<file path="src/rtl/word32_8bits_arb.sv">
// Two-lane 32-bit word to byte serializer with round-robin arbitration.
// Each lane has a one-word holding buffer. Granted words leave MSB first,
// one byte per cycle. A new word can be granted on the last byte of the
// current one, so there is no gap between consecutive words.
module word32_8bits_arb #(
  parameter logic [7:0] IDLE_BYTE = 8'h00,
  parameter logic       RR_INIT   = 1'b0
) (
  input  logic        clk_4f,
  input  logic        reset_L,
  input  logic        valid_in0,
  input  logic [31:0] Data_in0,
  output logic        ready_out0,
  input  logic        valid_in1,
  input  logic [31:0] Data_in1,
  output logic        ready_out1,
  output logic        valid_out,
  output logic [7:0]  Data_out,
  output logic        lane_out
);

  typedef enum logic {IDLE, SEND} state_e;

  state_e            state_q, state_d;
  logic [1:0]        cnt_q, cnt_d;
  logic [1:0]        full_q, full_d;
  logic [1:0][31:0]  buf_q, buf_d;
  logic [31:0]       sh_q, sh_d;
  logic              rr_q, rr_d;
  logic              vout_q, vout_d;
  logic              lane_q, lane_d;
  logic [7:0]        dout_q, dout_d;

  logic [1:0]        acc;
  logic [1:0]        gsel;
  logic              gnt, gnt_lane, slot;

  // A full buffer never accepts, so accept and grant never hit the same lane.
  assign ready_out0 = reset_L & ~full_q[0];
  assign ready_out1 = reset_L & ~full_q[1];
  assign acc        = {valid_in1 & ready_out1, valid_in0 & ready_out0};

  // Arbitration: a slot opens when idle or on the last byte of a word.
  always_comb begin
    gnt      = 1'b0;
    gnt_lane = 1'b0;
    slot     = (state_q == IDLE) || (cnt_q == 2'd3);
    if (slot) begin
      case (full_q)
        2'b01:   begin gnt = 1'b1; gnt_lane = 1'b0; end
        2'b10:   begin gnt = 1'b1; gnt_lane = 1'b1; end
        2'b11:   begin gnt = 1'b1; gnt_lane = rr_q; end
        default: ;
      endcase
    end
    gsel = gnt ? (gnt_lane ? 2'b10 : 2'b01) : 2'b00;
  end

  // Holding buffers: load on accept, release on grant.
  always_comb begin
    full_d   = (full_q & ~gsel) | acc;
    buf_d    = buf_q;
    if (acc[0]) buf_d[0] = Data_in0;
    if (acc[1]) buf_d[1] = Data_in1;
  end

  // Serializer FSM next-state and registered outputs.
  always_comb begin
    state_d = state_q;
    cnt_d   = cnt_q;
    sh_d    = sh_q;
    rr_d    = rr_q;
    vout_d  = vout_q;
    lane_d  = lane_q;
    dout_d  = dout_q;
    if (gnt) begin
      sh_d    = buf_q[gnt_lane];
      dout_d  = buf_q[gnt_lane][31:24];
      vout_d  = 1'b1;
      lane_d  = gnt_lane;
      cnt_d   = 2'd0;
      rr_d    = ~gnt_lane;
      state_d = SEND;
    end else if (state_q == SEND && cnt_q != 2'd3) begin
      // Shift so the next byte is always at [23:16].
      sh_d   = {sh_q[23:0], 8'h00};
      dout_d = sh_q[23:16];
      cnt_d  = cnt_q + 2'd1;
    end else begin
      vout_d  = 1'b0;
      dout_d  = IDLE_BYTE;
      cnt_d   = 2'd0;
      state_d = IDLE;
    end
  end

  // State registers; reset aborts any word in flight and empties buffers.
  always_ff @(posedge clk_4f or negedge reset_L) begin
    if (!reset_L) begin
      state_q <= IDLE;
      cnt_q   <= 2'd0;
      full_q  <= 2'b00;
      buf_q   <= '0;
      sh_q    <= 32'h0;
      rr_q    <= RR_INIT;
      vout_q  <= 1'b0;
      lane_q  <= 1'b0;
      dout_q  <= IDLE_BYTE;
    end else begin
      state_q <= state_d;
      cnt_q   <= cnt_d;
      full_q  <= full_d;
      buf_q   <= buf_d;
      sh_q    <= sh_d;
      rr_q    <= rr_d;
      vout_q  <= vout_d;
      lane_q  <= lane_d;
      dout_q  <= dout_d;
    end
  end

  assign valid_out = vout_q;
  assign Data_out  = dout_q;
  assign lane_out  = lane_q;

endmodule

</file>
<file path="config.mk">
export PLATFORM = sky130hd
export DESIGN_NAME = word32_8bits_arb
export DESIGN_NICKNAME = d
export VERILOG_FILES = /design/src/rtl/word32_8bits_arb.sv
export SDC_FILE = /design/constraint.sdc
export NUM_CORES = 1
export LEC_CHECK = 0
export CORE_MARGIN = 8
export CORE_UTILIZATION = 40
export DETAILED_ROUTE_END_ITERATION = 8
export PLACE_DENSITY = 0.74
export SLEW_MARGIN = 10
export SYNTH_ARGS = -nofsm -noshare
export SYNTH_HDL_FRONTEND = slang
export SYNTH_SLANG_ARGS = --single-unit
</file>
<file path="constraint.sdc">
create_clock -name clk_4f -period 1.85 [get_ports clk_4f]
set_input_delay 0.37 -clock clk_4f [delete_from_list [all_inputs] [get_ports clk_4f]]
set_output_delay 0.37 -clock clk_4f [all_outputs]
set_load 0.02 [all_outputs]
</file>
# After elaboration in Yosys (flattened, before gate mapping)
# Cells that the tools add are included.
# op_classes
n_addsub,1
order_cmp,1
n_eq_ne,6
mux,16
n_bitwise,11
reduce_logical,4
# ops
operator,n
32-bit 2-to-1 mux,2
24-bit 2-to-1 mux,2
8-bit 2-to-1 mux,2
2-bit 2-to-1 mux,4
"2-bit == test, second input constant",3
1-bit 2-to-1 mux,5
1-bit bitwise AND,4
"2-bit != test, second input constant",2
1-bit NOT,4
3-bit OR reduction,1
"2-bit by 1-bit adder with 2-bit output, second input constant",1
2-bit bitwise AND,1
"2-bit by 1-bit == test with 1-bit output, second input constant",1
"1-bit by 2-bit less-than comparator with 1-bit output, second input constant",1
2-bit NOT,1
2-bit OR,1
1-bit case mux with 2 select lines,1
2-bit nonzero test,1
1-bit logical AND,1
1-bit logical OR,1
# totals
regBits,103
output_inout_bits,12

# Logic depth before layout (Yosys ltp)
# Gate-level depths: netlist (run 1).
# depth
ltp_word,8
depth_mapped,6

# Worst setup path before layout (run 1)
# Ideal clock, no wire load.
# synth_path
kind,reg2reg
start,register cnt_q[0]
end,"register dout_q[4], in the netlist Data_out[4]"
setup_ps,126
t_arrival_ps,1319
slack_ps,405
path_stages_with_launch,6
path_buffers,1
period_less_slack_ps,1445
cell_sequence,dfrtp_1 ha_1 nor2b_4 nor3b_4 buf_6 a221o_1
# synth_via
elab_chain_cells,6
word_cells_on_any_way,10
classes_between,2 x eq/ne; 6 x mux; 2 x reduce/logical
# synth_lines
element,line_no,source
from (decl),25,"logic [1:0] cnt_q, cnt_d;"
from (signal assigned),111,cnt_q <= cnt_d;
2-bit == test,47,slot = (state_q == IDLE) || (cnt_q == 2'd3);
1-bit logical OR,47,
1-bit 2-to-1 mux,48,if (slot) begin
32-bit 2-to-1 mux (not written as such) (2 in a row),78,dout_d = buf_q[gnt_lane][31:24];
8-bit 2-to-1 mux (*),76,if (gnt) begin
named net dout_d[4],32,"logic [7:0] dout_q, dout_d;"
to (signal assigned),118,dout_q <= dout_d;
to (decl),32,
# The timed path passes the listed nets; every way through them passes the cells marked *. The select of a mux whose other input is x is not followed.
# A chain may end at the register's enable or synchronous reset.

# Worst setup path in the final report (run 1)
# layout_path
start,"register lane_q, in the netlist lane_out"
end,output port lane_out
# layout_lines
element,line_no,source
from (decl),31,"logic lane_q, lane_d;"
from (signal assigned),117,lane_q <= lane_d;
to (decl),19,output logic lane_out
# No word-level cell between the ends.

==> results by group, run 1 <==
Floorplan
  • Die area: ~15000 µm²
  • I/O pins: 80
  • Chip height: between 100 and 150 µm
  • Core Box Area: between 10000 and 15000 µm²
  • Initial Util: 0.410
  • Site row count: 38
  • Die width: about 120 µm

Synthesis
  • Register bit total from synthesis: 103
  • Synth cell types: 28
  • Sequential fraction of the synthesis area: 0.579
  • Avg Inst Size Synth: 13.8 µm²
  • Post-Syn Nets: approximately 390
  • Cells after Synth: approximately 320
  • Yosys warning count: 0
  • Post-synthesis cell area: 4450 µm²

Run status
  • Outcome: completed

Critical path
  • CP max-delay cell: clkdlybuf4s50_1
  • Top delay family on crit path: buffers and inverters
  • Worst Path Arrival: about 1.3 ns
  • CP Buf/Inv Count: 1
  • Slowest cell delay on critical path: between 0.6 and 0.7 ns
  • CP cell instances: clkdlybuf4s50_1
  • Startpoint Class: flip-flop
  • CP required: approximately 1.5 ns
  • Worst Path Max Fanout: 2
  • Kind of critical path: reg -> out
  • CP Capture Type: output pin

Pwr
  • Clock power frac: 0.156
  • Cell Pwr Density: ~1600 nW/µm²
  • Comb power frac: 0.395
  • Internal Dissipation: 5850 µW
  • VDD IR max: just over 600 µV
  • Seq pwr share: 0.449
  • Leakage power: around 0.0025 µW
  • Switching Share: 0.333
  • Switch Pwr: 2920 µW

STA
  • Final Cycle Share: 0.924
  • Slew HR: 0.508
  • RSZ-0062 raised after global routing: false
  • Final setup viols: 0
  • Final setup skew: 0.0141 ns
  • Fin. max-slew vios: 0
  • Slew of the pin with the lowest slew margin: around 0.74 ns
  • FMAX: a little under 600 MHz
  • Final Critical Period: ~1.7 ns
  • Hold Fails Final Rpt: 0

Clock network
  • TritonCTS clock tree: built
  • Inserted Clock Buffers: 9
  • Worst-skew pair later-pin latency: approximately 0.36 ns
  • Root buf cell: clkbuf_8
  • Clock Sinks: ~100
  • CTS Buffer Depth: 2
  • H-tree levels: 3
  • Clock slew at reported path FFs: 0.10 ns

Hold path
  • Hold Path Class: in -> async

GRT
  • Number of global-route vias before repair: roughly 3200
  • Global route total overflow: 0
  • First-pass GRT wire length: approximately 16000 µm
  • Initial antenna violation count: 0
  • Global-route usage over all layers: 0.141
  • Largest net degree at the start of global routing: about 100

Cells and area
  • Ant. Diodes: 0
  • NumNets Final: 480
  • Share of layout cells above drive strength 1: 0.267
  • Post-layout util: 0.520
  • Layout Cells excl Fill: roughly 560
  • Area delta synth->final: 26.6%

Route
  • DRC Markers: 0
  • 1st-iter DRT viols: roughly 240
  • WL/cell: between 15 and 20 µm
  • DR pass1 iterations: 4
  • Routed Antenna Nets: 0
  • Mean number of vias per cell: 5.11
  • Total number of vias: approximately 2800
  • Final wirelength: between 9000 and 10000 µm

Placed design
  • Number of instances in the placed design: 535
  • Port bufs: 79
  • Detail Placement HPWL: roughly 6500 µm
  • GPL Wtd Cong: around 0.77

Flow run
  • Max Cap Violations: 0
path summary, 6_finish.rpt:
| kind | start | end | slack (ns) | cells past startpoint |
|---|---|---|---|---|
| max | lane_out$_DFFE_PN0N_ | lane_out | 0.14 | 1 |
| min | reset_L | buf_q[61]$_DFFE_PN0P_ | 0.11 | 2 |
| max reg2reg | cnt_q[0]$_DFF_PN0_ | sh_q[4]$_DFFE_PN0P_ | 0.15 | 5 |
| min reg2reg | cnt_q[0]$_DFF_PN0_ | cnt_q[0]$_DFF_PN0_ | 0.46 | 1 |
| max in group asynchronous | reset_L | buf_q[23]$_DFFE_PN0P_ | 1.23 | 2 |
| min in group clk_4f | cnt_q[0]$_DFF_PN0_ | cnt_q[0]$_DFF_PN0_ | 0.46 | 1 |
power by group through the flow:
stage               Combinational (µW)  Sequential (µW)  Clock, µW
detailed placement                3380             3970          0
global placement                  3290             3920          0
CTS                               3460             3930       1400
finish                            3470             3940       1370
floorplan                         2470             3880          0
global route                      3830             4070       1500
layer usage:
metal | GRT usage | routed length [µm] | vias to the layer above
met5 | 0 | 0 | -
li1 | - | - | 1323
met2 | 0.222 | 4640 | 82
met3 | 0.0405 | 602 | 6
met4 | 0.0555 | 62 | 0
met1 | 0.178 | 4410 | 1429
cell families after synthesis:
family	share of synthesized area
flip-flops	0.579
AND/OR/NAND/NOR	0.0734
multiplexers	0.198
buffers and inverters	0.0678
adder cells (fa/ha/maj)	0.00281
AO/OA/AOI/OAI	0.0787
Yosys cell counts:
| library cell | n | area share |
|---|---|---|
| dfrtp_1 | 103 | 0.58 |
| mux2_2 | 64 | 0.16 |
| inv_1 | 32 | 0.027 |
| a221o_1 | 16 | 0.036 |
| mux2i_1 | 16 | 0.036 |
| or3_1 | 16 | 0.022 |
| a221oi_1 | 12 | 0.024 |
| and2_1 | 10 | 0.014 |
| buf_6 | 9 | 0.023 |
| and3_1 | 8 | 0.011 |
| buf_4 | 5 | 0.0084 |
| a221oi_2 | 4 | 0.013 |
| buf_2 | 4 | 0.0045 |
| o21ai_0 | 3 | 0.0034 |
| a21oi_1 | 2 | 0.0022 |
| nand2_1 | 2 | 0.0017 |
| nand2_2 | 2 | 0.0028 |
| nand2b_1 | 2 | 0.0028 |
| nor2_1 | 2 | 0.0017 |
| nor2b_2 | 2 | 0.0039 |
| and2b_1 | 1 | 0.0017 |
| buf_8 | 1 | 0.0034 |
| clkbuf_1 | 1 | 0.00084 |
| ha_1 | 1 | 0.0028 |
| inv_2 | 1 | 0.00084 |
| nor2b_4 | 1 | 0.0031 |
| nor3_4 | 1 | 0.0037 |
| nor3b_4 | 1 | 0.0042 |
metrics by stage:
step | worst slack (ns) | total power, µW | hold slack [ns] | cell area (µm²) | setup TNS, ns
global placement | -0.240 | 7210 | 0.197 | 5390 | -3.27
finish | 0.141 | 8770 | 0.106 | 5630 | 0
global route | 0.0338 | 9410 | 0.135 | 5630 | 0
detailed placement | -0.315 | 7350 | 0.199 | 5390 | -4.68
floorplan | 0.405 | 6350 | 0.0744 | 4450 | 0
CTS | 0.00525 | 8790 | 0.136 | 5610 | 0
cell type report:
| cell class | instances | area, µm² |
|---|---|---|
| Multi-Input combinational cell | 168 | 1610 |
| Fill cell | 967 | 5210 |
| Tap cell | 140 | 175 |
| Clock buffer | 11 | 131 |
| Timing Repair Buffer | 96 | 961 |
| Inverter | 33 | 124 |
| Clock inverter | 5 | 58.8 |
| Sequential cell | 103 | 2580 |
sequential cells by signal, indices dropped and copies added, names as in the netlist:
signal	flops
rr_q	1
valid_out	1
lane_out	1
buf_q	64
full_q	2
sh_q	24
cnt_q	2
Data_out	8
placed cells by master (no fill, tap or decap), types with 2 or more instances in the layout:
cell type	Yosys	routed
clkbuf_2	0	2
mux2i_1	16	16
a21oi_1	2	2
nand2_1	2	2
inv_1	32	32
a221oi_2	4	4
nand2_2	2	2
clkdlybuf4s50_1	0	75
buf_4	5	13
clkbuf_1	1	2
clkbuf_8	0	9
or3_1	16	16
nor3_4	1	2
mux2_2	64	64
nand2b_1	2	2
a221oi_1	12	12
clkinvlp_4	0	2
nor3b_4	1	2
and3_1	8	8
a221o_1	16	16
o21ai_0	3	3
nor2b_2	2	2
dfrtp_1	103	103
nor2_1	2	2
buf_12	0	4
and2_1	10	10
what timing repair did:
action	in CTS	in global routing
resized for setup	4	5
cloned	2	0
endpoints found under the hold margin	3	0
setup endpoints to repair	35	28
hold buffers	1	0
buffers inserted	0	2
pin swaps	2	1
No activity file was read; power rests on OpenSTA's default activity.
==> run 2: changes to the inputs <==
Settings changed: MAX_ROUTING_LAYER set to met4, SETUP_SLACK_MARGIN set to 0.05.
==> run 2 against run 1 <==
Power up 0.39%. Maximum frequency about the same. Sequential cell count unchanged. Critical path type unchanged. Critical endpoint unchanged. Largest cell class unchanged.
==> results by group, run 2 (synthesis gave the netlist of run 1 again) <==
STA
  • Final Cycle Share: 0.924
  • Setup ws final: between 0.1 and 0.15 ns
  • Final setup skew: around 0.013 ns
  • Final setup viols: 0
  • Slew HR: 0.506
  • Fin. max-slew vios: 0
  • Final Critical Period: 1.71 ns
  • FMAX: 585 MHz
  • RSZ-0062 raised after global routing: false
  • Hold Fails Final Rpt: 0
  • Slew of the pin with the lowest slew margin: 0.739 ns

Critical path
  • CP Buf/Inv Count: 1
  • CP max-delay cell: clkdlybuf4s50_1
  • Slowest cell delay on critical path: approximately 0.62 ns
  • CP Capture Type: output pin
  • Top delay family on crit path: buffers and inverters
  • CP required: ~1.5 ns
  • Worst Path Arrival: between 1 and 1.5 ns
  • Worst Path Max Fanout: 2
  • CP cell instances: clkdlybuf4s50_1
  • Kind of critical path: reg -> out
  • Startpoint Class: flip-flop

Route
  • Routed Antenna Nets: 0
  • Final wirelength: ~9700 µm
  • WL/cell: approximately 17 µm
  • DR pass1 iterations: 4
  • DRC Markers: 0
  • Total number of vias: 2828
  • 1st-iter DRT viols: about 200
  • Mean number of vias per cell: ~5

Flow run
  • Max Cap Violations: 0

GRT
  • Initial antenna violation count: 0
  • Global route total overflow: 0
  • Number of global-route vias before repair: between 3000 and 4000
  • Global-route usage over all layers: 0.145
  • Largest net degree at the start of global routing: between 100 and 150
  • First-pass GRT wire length: about 16000 µm

Clock network
  • Clock slew at reported path FFs: 0.10 ns
  • Clock Sinks: 103
  • Root buf cell: clkbuf_8
  • H-tree levels: 3
  • TritonCTS clock tree: built
  • Worst-skew pair later-pin latency: roughly 0.36 ns
  • Inserted Clock Buffers: 9
  • CTS Buffer Depth: 2

Pwr
  • Cell Pwr Density: 1560 nW/µm²
  • VDD IR max: around 620 µV
  • Leakage power: roughly 0.0025 µW

Floorplan
  • Initial Util: 0.410
  • I/O pins: 80
  • Die area: about 15000 µm²
  • Site row count: 38
  • Die width: roughly 120 µm
  • Chip height: roughly 120 µm
  • Core Box Area: 10800 µm²

Hold path
  • Hold Path Class: in -> async

Cells and area
  • Ant. Diodes: 0
  • Most common cell after layout, fill and taps aside: dfrtp_1
  • Fillers: between 900 and 1000
  • Layout Cells excl Fill: approximately 560
  • Most flops, register: buf_q
  • Share of layout cells above drive strength 1: 0.269
  • Area delta synth->final: 27.0%
  • Most frequent cells in the layout: 103 x dfrtp_1, 75 x clkdlybuf4s50_1, 64 x mux2_2
  • NumNets Final: ~480
  • Max reg flops: 64

Placed design
  • GPL Wtd Cong: between 0.7 and 0.8
  • Detail Placement HPWL: about 6500 µm
  • Number of instances in the placed design: about 540
  • Port bufs: 79
  • DP Worst Slack: -0.315 ns

Run status
  • Outcome: completed
==> run 2: through the flow <==
| step | area, µm² | power [µW] | hold WS [ns] | setup TNS [ns] | util |
|---|---|---|---|---|---|
| 5_1_grt | 5650 | 9440 | 0.134 | 0 | 0.521 |
| 3_3_place_gp | 5390 | 7210 | 0.197 | -3.27 | 0.497 |
| 6_report | 5650 | 8810 | 0.0870 | 0 | 0.521 |
| 2_1_floorplan | 4450 | 6350 | 0.0744 | 0 | - |
| 4_1_cts | 5640 | 8840 | 0.136 | 0 | 0.520 |
| 3_5_place_dp | 5390 | 7350 | 0.199 | -4.68 | 0.497 |
==> run 2: timing repair <==
item / CTS / global route
resized for setup: 8 / 3
setup buffers: 1 / 2
hold buffers: 1 / 0
hold endpoints to repair: 3 / 0
cloned: 2 / 0
pin swaps: 2 / 1
setup endpoints to repair: 37 / 18
==> run 2: layout make-up <==
type / count / area [µm²] / share of cell area
sequential: 103 / 2580 / 0.456
tap: 140 / 175 / 0.0310
inverter: 33 / 124 / 0.0219
clock inverter: 5 / 58.8 / 0.0104
timing repair buffer: 97 / 977 / 0.173
multi-input combinational: 168 / 1610 / 0.284
clock buffer: 11 / 131 / 0.0233
==> run 2: final timing paths <==
kind / slack (ns) / endpoint / start / cells after the start
setup / recovery: 0.14 / lane_out / lane_out$_DFFE_PN0N_ / 1
hold / removal: 0.09 / buf_q[29]$_DFFE_PN0P_ / reset_L / 2
min in group clk_4f: 0.45 / cnt_q[0]$_DFF_PN0_ / cnt_q[0]$_DFF_PN0_ / 1
setup reg to reg: 0.18 / sh_q[4]$_DFFE_PN0P_ / cnt_q[0]$_DFF_PN0_ / 5
max in group asynchronous: 1.24 / buf_q[23]$_DFFE_PN0P_ / reset_L / 2
hold reg to reg: 0.45 / cnt_q[0]$_DFF_PN0_ / cnt_q[0]$_DFF_PN0_ / 1
==> run 2: metal layers <==
metal | part of all wire | global-route usage
met5 | 0 | -
met4 | 0.013 | 0.0439
met3 | 0.058 | 0.0409
met2 | 0.47 | 0.224
met1 | 0.46 | 0.181
==> run 2: power breakdown <==
group	switching [µW]	leakage, µW	internal (µW)
registers	572	0.00125	3360
clock network	745	0.0000895	627
logic	1610	0.00119	1900
total	2930	0.00252	5880
==> run 3: changes to the inputs <==
Settings changed: CORE_UTILIZATION 40 to 52, CTS_CLUSTER_SIZE set to 30, PLACE_DENSITY 0.74 to 0.89.
==> run 3 against run 2 <==
Hold slack worse by 0.044 ns. Clock power up 12%. Global-route usage up 3.8 points. Non-clock buffer count unchanged. Sequential share of layout area up 0.15 points. Setup slack worse by 0.024 ns.
==> results by group, run 3 (synthesis gave the netlist of run 1 again) <==
Pwr
  • Switching Share: 0.328
  • Clock power frac: 0.171
  • Cell Pwr Density: around 1600 nW/µm²
  • Leakage power: around 0.0026 µW
  • VDD IR max: ~600 µV
  • Internal Dissipation: approximately 6100 µW
  • Seq pwr share: 0.435
  • Comb power frac: 0.394
  • Switch Pwr: approximately 3000 µW

Cells and area
  • Final instance area: roughly 5600 µm²
  • Max reg flops: 64
  • Layout Cells excl Fill: between 500 and 600
  • Most flops, register: buf_q
  • NumNets Final: 480
  • Most frequent cells in the layout: 103 x dfrtp_1, 75 x clkdlybuf4s50_1, 64 x mux2_2
  • Ant. Diodes: 0
  • Share of layout cells above drive strength 1: 0.276
  • Fillers: roughly 580
  • Area delta synth->final: 26.5%
  • Most common cell after layout, fill and taps aside: dfrtp_1

Route
  • Routed Antenna Nets: 0
  • DR pass1 iterations: 4
  • DRC Markers: 0
  • Metal3 WL: about 500 µm
  • Mean number of vias per cell: 5.56
  • Final wirelength: between 9000 and 10000 µm
  • WL/cell: 19.1 µm
  • Top Layer Used: met4
  • Met1 WL: between 4000 and 5000 µm
  • Met2 WL post-DR: 4880 µm
  • 1st-iter DRT viols: 152
  • Total number of vias: a little under 3000

Critical path
  • R2R depth: 6
  • Reg2reg end: sh_q[1]$_DFFE_PN0P_
  • R2R Setup Slk: between 0.1 and 0.15 ns
  • Slowest cell delay on critical path: around 0.64 ns
  • Setup crit end: lane_out
  • Critical path depth in cells: 1
  • CP startpoint: lane_out$_DFFE_PN0N_
  • FF-to-FF Start: cnt_q[0]$_DFF_PN0_
  • Kind of critical path: reg -> out
  • CP max-delay cell: clkdlybuf4s50_1
  • Startpoint Class: flip-flop
  • Worst Path Arrival: between 1 and 1.5 ns
  • Top delay family on crit path: buffers and inverters
  • Worst Path Max Fanout: 2
  • CP Capture Type: output pin
  • CP cell instances: clkdlybuf4s50_1
  • CP required: 1.48 ns
  • CP Buf/Inv Count: 1

GRT
  • Number of global-route vias before repair: between 3000 and 4000
  • First-pass GRT wire length: roughly 16000 µm
  • Global-route usage over all layers: 0.183
  • Initial antenna violation count: 0
  • Global route total overflow: 0
  • Largest net degree at the start of global routing: between 70 and 80

Floorplan
  • Site row count: 33
  • Initial Util: 0.539
  • Die area: 11800 µm²
  • Chip height: approximately 110 µm
  • Core Box Area: 8260 µm²
  • I/O pins: 80
  • Die width: between 100 and 150 µm

Clock network
  • CTS Buffer Depth: 2
  • Worst-skew pair later-pin latency: 0.37 ns
  • Clock slew at reported path FFs: 0.10 ns
  • TritonCTS clock tree: built
  • Inserted Clock Buffers: 9
  • H-tree levels: 3
  • Clock Sinks: roughly 100
  • Root buf cell: clkbuf_8

Placed design
  • Detail Placement HPWL: approximately 6700 µm
  • GPL Wtd Cong: about 0.78
  • Number of instances in the placed design: between 400 and 500
  • Port bufs: around 80
  • Dpl cell area: approximately 5300 µm²

STA
  • RSZ-0062 raised after global routing: false
  • Slew of the pin with the lowest slew margin: between 0.9 and 1 ns
  • Final Critical Period: between 1.5 and 2 ns
  • FMAX: about 580 MHz
  • Final setup skew: 0.00680 ns
  • Slew HR: 0.393
  • Final setup viols: 0
  • Final Cycle Share: 0.937
  • Hold Fails Final Rpt: 0
  • Fin. max-slew vios: 0

Flow run
  • Max Cap Violations: 0

Hold path
  • Hold Path Class: in -> async

Run status
  • Outcome: completed
## run 3: timing repair
action                                  4_1_cts  5_1_grt
gates resized for setup                       9        5
pin swaps                                     2        1
hold buffers                                  0        0
gates cloned                                  1        0
endpoints found under the setup margin       37       23
buffers inserted                              1        4
## run 3: layout make-up
cell class / count / area, µm² / share of cell area
sequential: 103 / 2580 / 0.458
multi-input combinational: 167 / 1600 / 0.283
timing repair buffer: 97 / 981 / 0.174
clock buffer: 10 / 138 / 0.0244
tap: 105 / 131 / 0.0233
inverter: 33 / 124 / 0.0220
clock inverter: 6 / 83.8 / 0.0149
## run 3: worst min-delay path by stage
stage / start / to / slack [ns] / depth (start not counted)
2_1_floorplan: reset_L / Data_out[0]$_DFF_PN0_ / 0.07 / 0
3_3_place_gp: cnt_q[0]$_DFF_PN0_ / cnt_q[0]$_DFF_PN0_ / 0.42 / 1
3_5_place_dp: reset_L / buf_q[16]$_DFFE_PN0P_ / 0.44 / 2
4_1_cts: reset_L / buf_q[48]$_DFFE_PN0P_ / 0.05 / 2
5_1_grt: reset_L / buf_q[48]$_DFFE_PN0P_ / 0.07 / 2
6_report: reset_L / buf_q[48]$_DFFE_PN0P_ / 0.04 / 2
## run 3: power by group through the flow
stage	combinational, µW	clock [µW]	sequential (µW)
final	3560	1540	3920
after global routing	3870	1650	4050
after CTS	3480	1570	3920
after detailed placement	3400	0	3950
after global placement	3230	0	3890
after floorplan	2470	0	3880
## run 3: per-stage QoR
| step | power (µW) | setup WS (ns) | hold WS, ns | setup TNS, ns | util |
|---|---|---|---|---|---|
| floorplan | 6350 | 0.405 | 0.0744 | 0 | - |
| global placement | 7120 | -0.181 | 0.421 | -1.76 | 0.645 |
| detailed placement | 7350 | -0.247 | 0.441 | -3.48 | 0.645 |
| CTS | 8970 | 0.0598 | 0.0450 | 0 | 0.674 |
| global route | 9570 | 0.0535 | 0.0713 | 0 | 0.682 |
| finish | 9030 | 0.116 | 0.0435 | 0 | 0.682 |
## run 3: metal layers
metal	vias up	GRT usage
li1	1325	-
met1	1472	0.228
met2	88	0.290
met3	12	0.0309
met4	0	0.0753
met5	-	-
